==> src/rtl/bird_pkg.sv <==
// bird_pkg: shared bird life-cycle states, screen geometry and default physics constants.
package bird_pkg;
  typedef enum logic [1:0] {IDLE, FLY, DEAD} bird_state_t;
  localparam int SCREEN_W = 640;
  localparam int SCREEN_ROWS = 480;
  localparam int DEF_N = 10;
  localparam int DEF_BIRD_SIZE = 15;
  localparam int DEF_START_X = 160;
  localparam int DEF_START_Y = 240;
  localparam int DEF_TICK_DIV = 2097152;
  localparam int DEF_GRAVITY = 1;
  localparam int DEF_FLAP_VEL = 8;
  localparam int DEF_VMAX = 12;
  localparam int DEF_VW = 6;
endpackage

==> src/rtl/bird_physics_if.sv <==
// bird_physics_if: game-side controls into the bird and its bounding box / status out.
interface bird_physics_if #(parameter int N = 10, parameter int VW = 6);
  logic start, flap, hit;
  logic [N-1:0] x0, x1, y0, y1;
  logic signed [VW-1:0] vel;
  logic [1:0] state;
  logic tick;
  modport master(output start, flap, hit, input x0, x1, y0, y1, vel, state, tick);
  modport slave(input start, flap, hit, output x0, x1, y0, y1, vel, state, tick);
endinterface

==> src/rtl/bird_tick_gen.sv <==
// bird_tick_gen: physics tick strobe, one cycle in every TICK_DIV enabled cycles.
module bird_tick_gen #(parameter int TICK_DIV = 2097152) (
  input  logic clk,
  input  logic reset,
  input  logic en,
  input  logic clr,
  output logic tick
);
  localparam int CW = $clog2(TICK_DIV);
  localparam logic [CW-1:0] LAST = CW'(TICK_DIV - 1);
  logic [CW-1:0] cnt;
  assign tick = en & (cnt == LAST);
  always_ff @(posedge clk)
    if (reset || clr) cnt <= '0;
    else if (en) cnt <= tick ? '0 : cnt + CW'(1);
endmodule

==> src/rtl/bird_physics.sv <==
// bird_physics: bird vertical motion with gravity, flap impulses, ceiling clamp and floor death.
module bird_physics
  import bird_pkg::*;
#(
  parameter int N         = DEF_N,
  parameter int BIRD_SIZE = DEF_BIRD_SIZE,
  parameter int START_X   = DEF_START_X,
  parameter int START_Y   = DEF_START_Y,
  parameter int SCREEN_H  = SCREEN_ROWS,
  parameter int TICK_DIV  = DEF_TICK_DIV,
  parameter int GRAVITY   = DEF_GRAVITY,
  parameter int FLAP_VEL  = DEF_FLAP_VEL,
  parameter int VMAX      = DEF_VMAX,
  parameter int VW        = DEF_VW
) (
  input logic clk,
  input logic reset,
  bird_physics_if.slave bus
);
  localparam int H = BIRD_SIZE / 2;
  localparam int SW = N + 2;
  localparam logic [N-1:0] SPAWN = N'(START_Y - H);
  localparam logic [N-1:0] FLOOR_TOP = N'(SCREEN_H - 1 - 2 * H);
  localparam logic signed [SW-1:0] FLOOR_T = SW'(SCREEN_H - 1 - 2 * H);
  localparam logic signed [VW-1:0] V_FLAP = VW'(-FLAP_VEL);
  localparam logic signed [VW-1:0] V_MAX = VW'(VMAX);
  localparam logic signed [VW-1:0] V_G = VW'(GRAVITY);
  bird_state_t st, st_n;
  logic [N-1:0] top, top_n;
  logic signed [VW-1:0] v, v_n, vg, vc;
  logic signed [SW-1:0] vx, t;
  logic flap_q, fe, tick;
  assign fe = bus.flap & ~flap_q;
  bird_tick_gen #(.TICK_DIV(TICK_DIV)) u_tick (
    .clk(clk),
    .reset(reset),
    .en(st == FLY),
    .clr(st == DEAD ? bus.start : fe),
    .tick(tick)
  );
  // candidate top row in a width that can go negative or past the floor without wrapping
  assign vx = v;
  assign t = $signed({2'b00, top}) + vx;
  assign vg = v + V_G;
  assign vc = vg > V_MAX ? V_MAX : vg;
  always_comb begin
    st_n = st;
    top_n = top;
    v_n = v;
    unique case (st)
      IDLE: begin
        st_n = fe ? FLY : IDLE;
        v_n = fe ? V_FLAP : v;
      end
      FLY: begin
        if (bus.hit) st_n = DEAD;
        else if (fe) v_n = V_FLAP;
        else if (tick) begin
          v_n = t[SW-1] ? '0 : vc;
          top_n = t[SW-1] ? '0 : t >= FLOOR_T ? FLOOR_TOP : t[N-1:0];
          st_n = t >= FLOOR_T ? DEAD : FLY;
        end
      end
      DEAD: begin
        st_n = bus.start ? IDLE : DEAD;
        top_n = bus.start ? SPAWN : top;
        v_n = bus.start ? '0 : v;
      end
      default: st_n = IDLE;
    endcase
  end
  always_ff @(posedge clk)
    if (reset) begin
      st <= IDLE;
      top <= SPAWN;
      v <= '0;
      flap_q <= 1'b0;
    end else begin
      st <= st_n;
      top <= top_n;
      v <= v_n;
      flap_q <= bus.flap;
    end
  assign bus.x0 = N'(START_X);
  assign bus.x1 = N'(START_X);
  assign bus.y1 = top;
  assign bus.y0 = top + N'(2 * H);
  assign bus.vel = v;
  assign bus.state = st;
  assign bus.tick = tick;
endmodule

==> src/flat_wrapper.sv <==
// flat-port wrapper written by rule: the top's interface ports become plain ports
module bird_physics_flat import bird_pkg::*;
#(
  parameter int N         = DEF_N,
  parameter int BIRD_SIZE = DEF_BIRD_SIZE,
  parameter int START_X   = DEF_START_X,
  parameter int START_Y   = DEF_START_Y,
  parameter int SCREEN_H  = SCREEN_ROWS,
  parameter int TICK_DIV  = DEF_TICK_DIV,
  parameter int GRAVITY   = DEF_GRAVITY,
  parameter int FLAP_VEL  = DEF_FLAP_VEL,
  parameter int VMAX      = DEF_VMAX,
  parameter int VW        = DEF_VW
)
  (clk, reset, bus_start, bus_flap, bus_hit, bus_x0, bus_x1, bus_y0, bus_y1, bus_vel, bus_state, bus_tick);
  bird_physics_if #(.N(N), .VW(VW)) bus_i ();
  input logic clk;
  input logic reset;
  input wire logic [$bits(bus_i.start)-1:0] bus_start;
  input wire logic [$bits(bus_i.flap)-1:0] bus_flap;
  input wire logic [$bits(bus_i.hit)-1:0] bus_hit;
  output wire logic [$bits(bus_i.x0)-1:0] bus_x0;
  output wire logic [$bits(bus_i.x1)-1:0] bus_x1;
  output wire logic [$bits(bus_i.y0)-1:0] bus_y0;
  output wire logic [$bits(bus_i.y1)-1:0] bus_y1;
  output wire logic [$bits(bus_i.vel)-1:0] bus_vel;
  output wire logic [$bits(bus_i.state)-1:0] bus_state;
  output wire logic [$bits(bus_i.tick)-1:0] bus_tick;
  assign bus_i.start = bus_start;
  assign bus_i.flap = bus_flap;
  assign bus_i.hit = bus_hit;
  assign bus_x0 = bus_i.x0;
  assign bus_x1 = bus_i.x1;
  assign bus_y0 = bus_i.y0;
  assign bus_y1 = bus_i.y1;
  assign bus_vel = bus_i.vel;
  assign bus_state = bus_i.state;
  assign bus_tick = bus_i.tick;
  bird_physics #(.N(N), .BIRD_SIZE(BIRD_SIZE), .START_X(START_X), .START_Y(START_Y), .SCREEN_H(SCREEN_H), .TICK_DIV(TICK_DIV), .GRAVITY(GRAVITY), .FLAP_VEL(FLAP_VEL), .VMAX(VMAX), .VW(VW)) u_core (.clk(clk), .reset(reset), .bus(bus_i));
endmodule
==> config.mk <==
export PLATFORM = sky130hd
export DESIGN_NAME = bird_physics_flat
export DESIGN_NICKNAME = d
export VERILOG_FILES = /design/src/rtl/bird_pkg.sv /design/src/rtl/bird_physics_if.sv /design/src/rtl/bird_tick_gen.sv /design/src/rtl/bird_physics.sv /design/src/flat_wrapper.sv
export SDC_FILE = /design/constraint.sdc
export NUM_CORES = 1
export LEC_CHECK = 0
export BUFFER_PORTS_ARGS = -buffer_cell sky130_fd_sc_hd__buf_4
export CELL_PAD_IN_SITES_DETAIL_PLACEMENT = 1
export CELL_PAD_IN_SITES_GLOBAL_PLACEMENT = 1
export CORE_UTILIZATION = 45
export DETAILED_ROUTE_END_ITERATION = 6
export PLACE_DENSITY_LB_ADDON = 0.1
export SETUP_SLACK_MARGIN = 0.02
export SLEW_MARGIN = 20
export SYNTH_ARGS = -nofsm -noshare
export SYNTH_HDL_FRONTEND = slang
export SYNTH_HIERARCHICAL = 1
export SYNTH_SLANG_ARGS = --single-unit
==> constraint.sdc <==
create_clock -name clk -period 8.15 [get_ports clk]
set_input_delay 0 -clock clk [delete_from_list [all_inputs] [get_ports clk]]
set_output_delay 0 -clock clk [all_outputs]
set_load 0.005 [all_outputs]
## Yosys cells after proc, flatten, opt, wreduce, memory -nomap -nowiden

Cells that the tools add are included.

| word-level totals | value |
|---|---|
| word-level logic and storage cells | 56 |
| output and inout port bits | 49 |
| register bits after elaboration | 40 |

| operators by class | value |
|---|---|
| order comparisons | 2 |
| add/subtract/negate cells | 4 |
| bitwise logic cells | 3 |
| eq/ne operators | 11 |
| reduce and logical (&&, ||, !) cells | 7 |
| muxes and demuxes | 24 |

Operators with widths:

| kind | number |
|---|---|
| two-way mux 10 bit | 6 |
| two-way mux 6 bit | 7 |
| adder 21 x 1 -> 21 bit, second input constant | 1 |
| equality test 21 bit, second input constant | 1 |
| two-way mux 21 bit | 1 |
| case mux 10 bit (2 select lines) | 1 |
| case mux 6 bit (3 select lines) | 1 |
| adder 11 x 6 -> 12 bit | 1 |
| >= comparator 12 x 10 -> 1 bit, second input constant | 1 |
| adder 10 x 4 -> 10 bit, second input constant | 1 |
| two-way mux 2 bit | 5 |
| AND reduction 5 bit | 2 |
| adder 6 x 2 -> 6 bit, second input constant | 1 |
| greater-than comparator 6 x 5 -> 1 bit, second input constant | 1 |
| != test 2 bit, second input constant | 3 |
| case mux 2 bit (3 select lines) | 1 |
| != test 2 x 1 -> 1 bit, second input constant | 2 |
| != test 3 x 1 -> 1 bit, second input constant | 1 |
| != test 3 x 2 -> 1 bit, second input constant | 1 |
| != test 3 bit, second input constant | 1 |
| nonzero test 3 bit | 1 |
| bitwise AND 1 bit | 2 |
| equality test 2 x 1 -> 1 bit, second input constant | 1 |
| equality test 2 bit, second input constant | 1 |
| 6 further kinds | 7 |

## Depth between registers and ports, before layout

Gate-level depths: netlist (run 1).

| depth | value |
|---|---|
| depth in word-level cells | 8 |
| gate-level depth with buffers | 12 |
| mapped depth without buffers | 11 |

## Hierarchy

Netlist (run 1), hierarchy kept.

Modules (own cells, without submodules):

| module | instances | cells each | area an instance (µm²) |
|---|---|---|---|
| bird_physics | 1 | 248 | 2004.4 |
| bird_tick_gen | 1 | 114 | 983.4 |

## Worst setup path after synthesis (run 1)

No wires, ideal clock.

| timing path | value |
|---|---|
| path type | reg2reg |
| start | register u_core.v[5] (netlist: u_core/bus.vel[5]) |
| end | register u_core.top[1] (netlist: u_core/bus.y1[1]) |
| path slack | 5.497 ns |
| stages on the path, launching flop included | 9 |
| path buffers | 0 |
| arrival | 2.536 ns |
| period minus slack after synthesis | 2.653 ns |
| cell sequence | dfxtp_1 > ha_1 > and3_1 > and3_4 > a2111oi_4 > nand2_1 > o32ai_4 > nor3_4 > a32o_1 |

| between the ends | value |
|---|---|
| cells in the longest elaborated chain, start to end | 8 |

Ends and longest elaborated chain:

| what | RTL line | RTL |
|---|---|---|
| start: declaration | bird_physics.sv:30 | `logic signed [VW-1:0] v, v_n, vg, vc;` |
| start signal: assignment | bird_physics.sv:81 | `v <= v_n;` |
| adder 11 x 6 -> 12 bit * | bird_physics.sv:43 | `assign t = $signed({2'b00, top}) + vx;` |
| >= comparator 12 x 10 -> 1 bit | bird_physics.sv:60 | `top_n = t[SW-1] ? '0 : t >= FLOOR_T ? FLOOR_TOP : t[N-1:0];` |
| two-way mux 10 bit | bird_physics.sv:60 |  |
| two-way mux 10 bit * | bird_physics.sv:60 |  |
| two-way mux 10 bit * | bird_physics.sv:58 | `else if (tick) begin` |
| two-way mux 10 bit * | bird_physics.sv:57 | `else if (fe) v_n = V_FLAP;` |
| two-way mux 10 bit * | bird_physics.sv:56 | `if (bus.hit) st_n = DEAD;` |
| case mux 10 bit (2 select lines) * | bird_physics.sv:50 | `unique case (st)` |
| end signal: assignment | bird_physics.sv:80 | `top <= top_n;` |
| end: declaration | bird_physics.sv:29 | `logic [N-1:0] top, top_n;` |

Mark *: on every way between the ends. The rest lies on a longest branch, timed or not. The select of a mux whose other input is x is not followed.
A chain may end at the register's enable or synchronous reset.

## Worst setup path after layout (run 1)

| timing path | value |
|---|---|
| start | register u_core.st[1] (netlist: u_core/bus.state[1]) |
| end | register u_core.top[1] (netlist: u_core/bus.y1[1]) |

| between the ends | value |
|---|---|
| cells in the longest elaborated chain, start to end | 4 |
| elaborated cells between the ends (all ways) | 10 |

Ends and longest elaborated chain:

| what | RTL line | RTL |
|---|---|---|
| start: declaration | bird_physics.sv:28 | `bird_state_t st, st_n;` |
| start signal: assignment | bird_physics.sv:79 | `st <= st_n;` |
| equality test 2 x 1 -> 1 bit | bird_physics.sv:37, bird_physics.sv:50 |  |
| bitwise AND 1 bit | bird_tick_gen.sv:12 | `assign tick = en & (cnt == LAST);` |
| != test 2 x 1 -> 1 bit (no line) | - |  |
| AND reduction 5 bit (no line) | - |  |

Several ways; a longest one is shown, not always the timed one.

==> results of run 1 <==
==> where the power goes <==
| group | internal, mW | switching (mW) | total (mW) |
|---|---|---|---|
| registers | 0.202 | 0.0163 | 0.218 |
| logic | 0.0862 | 0.133 | 0.219 |
| clock network | 0.0923 | 0.0767 | 0.169 |
==> routing by layer <==
layer	share of wire (%)	vias to the layer above	global-route usage, %
met1	48	1299	29.6
met3	2.4	8	2.97
met2	49	49	37.7
met4	0.79	0	5.24
met5	0	-	0
li1	-	1325	-
==> through the flow <==
stage                     total power, mW  util [%]  cells
after global placement              0.432      50.4    464
after global routing                0.643      52.6    474
after CTS                           0.608      52.5    474
after floorplan                     0.387         -    380
after detailed placement            0.438      50.4    464
final                               0.607      52.6    474
==> timing repair <==
action	in CTS	in global routing
hold buffers	2	0
setup buffers	0	0
gates resized for setup	0	0
hold endpoints to repair	2	0
==> placed cells by master, fill, tap and decap left out, types with 6 or more instances in the layout <==
cell type  Yosys  layout
conb_1         2      20
nor2_1        34      34
o21ai_0       20      20
dfxtp_1       40      40
inv_1         17      17
nor3_1        10      10
xor2_1        16      16
and4_1         6       6
buf_4         22      33
ha_1          19      19
xnor2_1       12      12
nand2_1       28      28
nand3_1       11      11
nor2b_1        6       6
nand4_1        6       6
nand2b_1       8       8
a21oi_1       22      22
or3_1          6       6
and3_1         6       6
==> kinds of logic (layout without fill, tap and decap cells) <==
| kind of cell | count (synthesis) | in the layout | share of synthesized area [%] |
|---|---|---|---|
| AO/OA/AOI/OAI | 79 | 79 | 19.7 |
| XOR/XNOR | 29 | 29 | 8.75 |
| adder cells (fa/ha/maj) | 20 | 20 | 8.63 |
| buffers and inverters | 43 | 60 | 8.25 |
| flip-flops | 40 | 40 | 26.8 |
| multiplexers | 2 | 2 | 0.670 |
| other | 2 | 20 | 0.251 |
| AND/OR/NAND/NOR | 147 | 147 | 27.0 |
==> cell type report <==
type | instances | share of cell area (%)
multi-input combinational | 297 | 60.0
tap | 77 | 2.87
sequential | 40 | 23.8
clock buffer | 5 | 2.05
clock inverter | 3 | 1.38
inverter | 17 | 1.90
timing repair buffer | 35 | 7.96
==> worst paths after layout <==
kind	startpoint	to	slack, ns
max	u_core/bus.state[1]	u_core/bus.y1[1]	4.97
min reg2reg	u_core/u_tick/cnt[19]	u_core/u_tick/cnt[19]	0.49
min	bus_start	u_core/bus.state[1]	0.15
max reg2reg	u_core/bus.state[1]	u_core/bus.y1[1]	4.97
==> worst max-delay path: stages (launching register included) <==
cell and delay (ns):
dfxtp_1 0.36, inv_1 0.09, ha_1 0.54, and4_1 0.46, nand4_4 0.21, nor2_1 0.30
nand2_1 0.13, nor4_2 0.56, nand2b_1 0.18, inv_1 0.11, a32o_1 0.17
==> sequential cells by signal, summed over array words and instances (netlist names) <==
register	flops
u_core/u_tick/cnt	21
u_core/bus.y1	10
u_core/bus.vel	6
u_core/bus.state	2
u_core/flap_q	1
==> impl_metrics.yaml, run 1 <==
floorplan:
  initial_utilization_pct: 46.8
  die_w_um: 83.5
  core-area_um2: 6390
  die_area_um2: 6970
  die_y_um: 83.5
  rows: 29
  io_pins: 54
yosys:
  ys.flop_type: "dfxtp_1"
  async_reset_ff_share_pct: 0
  yosys-top-cells-count: "dfxtp_1, nor2_1, nand2_1"
  seq_area_frac_synth_pct: 26.8
  synthCells: 362
  synth_top_area_share_pct: 26.8
  synth_top_cell_by_area: "dfxtp_1"
  synth.avg_cell_area_um2: 8.25
  yosysMostFrequentCell: "dfxtp_1"
  ys_top_cells_by_area: "dfxtp_1, ha_1, buf_4"
  ys_warn_count: 6
  synth_seq_cells: 40
  synthesis.area_um2: 2990
  ys_types: 61
  synth-edff-count: 0
critical_path:
  worstPathRequired_ns: 8.38
  path_max_fanout: 19
  crit_path_start_kind: "register"
  r2r_cells: 10
  arrival_ns: 3.42
  critPathKind: "reg2reg"
  end_kind: "register"
timing:
  rsz0062_at_grt: "no"
  setup_ws_ns: 4.97
  final_hold_viol_count: 0
  fin_tns_setup_ns: 0
  tightest_slew_ns: 0.698
  fmax_mhz: 314
  finalHoldWorstSlack_ns: 0.149
  setup_violations: 0
  fin_crit_sh_pct: 39.1
  slew-limit-headroom_pct: 53.5
  slew_violations: 0
  period_needed_ns: 3.18
  finClkSkew_ns: 0.00729
grt:
  grt_max_degree: 20
  antenna_found_initial: 0
  grt_pass1_wl_um: 12700
  grtUsageTotal_pct: 22.1
  grt_pass1_vias: 2649
  overflow: 0
finish:
  area_delta_synth_final_pct: 12.5
  drive_above_1_share_pct: 15.9
  nNetsFinal: 421
  fillers: 796
  regArea_um2: 801
  multi_input_area_um2: 2020
  antenna_cells: 0
  design_area_um2: 3360
routing:
  drtIter0Drc: 98
  drt_wl_total_um: 7490
  ant_nets: 0
  wire_per_inst_um: 15.8
  dr.pass1.iters: 4
  drc: 0
  vias: 2681
  vias_per_cell: 5.66
worst_hold_path:
  hold_path_class: "in2reg"
  holdPathStages: 4
run:
  max-cap-violations: 0
place:
  hpwl_um: 5840
  placed_area_um2: 3220
  post-place-ws_ns: 4.70
  io_buffers: 33
  place_congestion: 0.890
power_and_ir_drop:
  p_leak_nw: 1.30
  ir_drop_mv: 0.0947
  cellPowerDensity_nw_per_um2: 180
cts:
  path_clk_slew_ns: 0.09
  clkLatencyLatePin_ns: 0.29
  clockRootBuffer: "clkbuf_8"
  cts_tree: "built"
  cts_max_level: 2
  cts.sinks: 40
  cts_buffer_depth: 2
  cts_buffers: 5
status:
  status: "complete, no violations"
No activity file was read; power rests on OpenSTA's default activity.
==> run 2, diff against run 1 <==
CORE_UTILIZATION = 38   (was 45)
clock period = 2.85 ns   (was 8.15 ns; I/O delays follow)
==> run 2 against run 1 <==
First-iteration DRC count is 16% lower. Die area is 18% higher. Clock skew is 0.0029 ns higher. Setup slack worse by 4.8 ns. Combinational power grew to 3.4 times the previous value.
==> impl_metrics.yaml, run 2 (synthesis results as in run 1) <==
critical_path:
  cp_cell_sequence: "buf_4, ha_1, and3_4, a2111oi_4, nand2_1, o32ai_4, nor3_4, a32o_1"
  end_kind: "register"
  arrival_ns: 2.88
  cp_top_family: "compound AO/OA/AOI/OAI gates"
  cp_slowest_stage_delay_ns: 0.47
  path_max_fanout: 7
  worstPathRequired_ns: 3.04
  rrSetupSlack_ns: 0.16
  crit_buf_inv: 1
  crit_slowest_cell: "a2111oi_4"
  crit_path_start_kind: "register"
  critPathKind: "reg2reg"
worst_hold_path:
  hold_path_class: "in2reg"
finish:
  area_delta_synth_final_pct: 20.3
  postLayoutCoreUtil_pct: 48.5
  antenna_cells: 0
  largest-register: "u_core/u_tick/cnt"
  fillers: 894
  final_common_cell: "buf_4"
  multi_input_area_um2: 2070
  fin_cells: 516
  regArea_um2: 801
  largest_reg_flops: 21
  nNetsFinal: 441
  drive_above_1_share_pct: 21.1
  final_cell_mix: "buf_4, dfxtp_1, nor2_1, nand2_1, a21oi_1"
routing:
  wire_per_inst_um: 15.7
  drc: 0
  ant_nets: 0
  vias: 2712
  drtIter0Drc: 82
  dr.pass1.iters: 4
  vias_per_cell: 5.26
  drt_wl_total_um: 8110
floorplan:
  rows: 31
  core-area_um2: 7410
  die_y_um: 90.7
  die_area_um2: 8220
  die_w_um: 90.7
  io_pins: 54
  initial_utilization_pct: 40.3
grt:
  grt_max_degree: 19
  grtUsageTotal_pct: 20.8
  overflow: 0
  grt_pass1_wl_um: 13900
  antenna_found_initial: 0
  grt_pass1_vias: 2793
timing:
  fin_tns_setup_ns: 0
  period_needed_ns: 2.69
  rsz0062_at_grt: "no"
  setup_violations: 0
  fmax_mhz: 372
  fin_crit_sh_pct: 94.4
  slew-limit-headroom_pct: 56.3
  slew_violations: 0
  finClkSkew_ns: 0.0102
  setup_ws_ns: 0.160
  final_hold_viol_count: 0
  tightest_slew_ns: 0.651
cts:
  cts_buffers: 5
  cts_max_level: 2
  cts_setup_buffers: 0
  cts_buffer_depth: 2
  path_clk_slew_ns: 0.08
  cts_tree: "built"
  cts.sinks: 40
  clockRootBuffer: "clkbuf_8"
  clkLatencyLatePin_ns: 0.30
place:
  hpwl_um: 6350
  dp.cells: 506
  io_buffers: 33
  place_congestion: 0.852
  post-place-ws_ns: 0.0607
status:
  status: "complete, no violations"
run:
  max-cap-violations: 0
power_and_ir_drop:
  p_leak_nw: 1.42
  ir_drop_mv: 0.208
  cellPowerDensity_nw_per_um2: 513
  design_power_total_mw: 1.84
[run 2: cell types whose count changed in the layout (fill, tap and decap cells not counted), sizes merged]
cell and change:
buf +20, clkinvlp -1, inv -1, clkbuf +1, clkinv +1
[run 2: timing repair]
action	4_1_cts	5_1_grt
hold buffers	2	0
hold endpoints to repair	4	0
resized for setup	0	11
setup endpoints to repair	0	17
[run 2: tightest hold or removal path, stage by stage]
cell and delay [ns]:
buf_4 0.08, nor2b_1 0.05, o21ai_0 0.20, o32ai_2 0.08
[run 2: cell type report]
| class | instances | share of cell area (%) |
|---|---|---|
| Clock inverter | 2 | 1.08 |
| Inverter | 17 | 1.78 |
| Sequential cell | 40 | 22.3 |
| Clock buffer | 6 | 2.30 |
| Tap cell | 99 | 3.45 |
| Multi-Input combinational cell | 297 | 57.5 |
| Timing Repair Buffer | 55 | 11.6 |
[run 2: path summary, 6_finish.rpt]
path / start / end / depth (start not counted)
hold reg to reg: u_core/u_tick/cnt[19] / u_core/u_tick/cnt[19] / 2
setup / recovery: u_core/bus.vel[5] / u_core/bus.y1[1] / 8
setup reg to reg: u_core/bus.vel[5] / u_core/bus.y1[1] / 8
hold / removal: bus_start / u_core/bus.state[1] / 4
[run 2: stage by stage]
stage / cell area, µm² / hold WS [ns]
final: 3590 / 0.165
after global routing: 3590 / 0.169
after CTS: 3540 / 0.161
after detailed placement: 3390 / 0.238
after global placement: 3390 / 0.228
after floorplan: 3060 / 0.128
[run 2: routing by layer]
metal	share of wire (%)	global-route usage [%]	vias up
li1	-	-	1364
met1	48	27.1	1309
met2	49	35.8	35
met3	2.4	4.12	4
met4	0.53	3.63	0
met5	0	0	-
[run 2: report_power, final]
part           switching (mW)  internal, mW
combinational           0.443         0.300
sequential             0.0208         0.577
clock                   0.216         0.287
total                   0.680          1.16
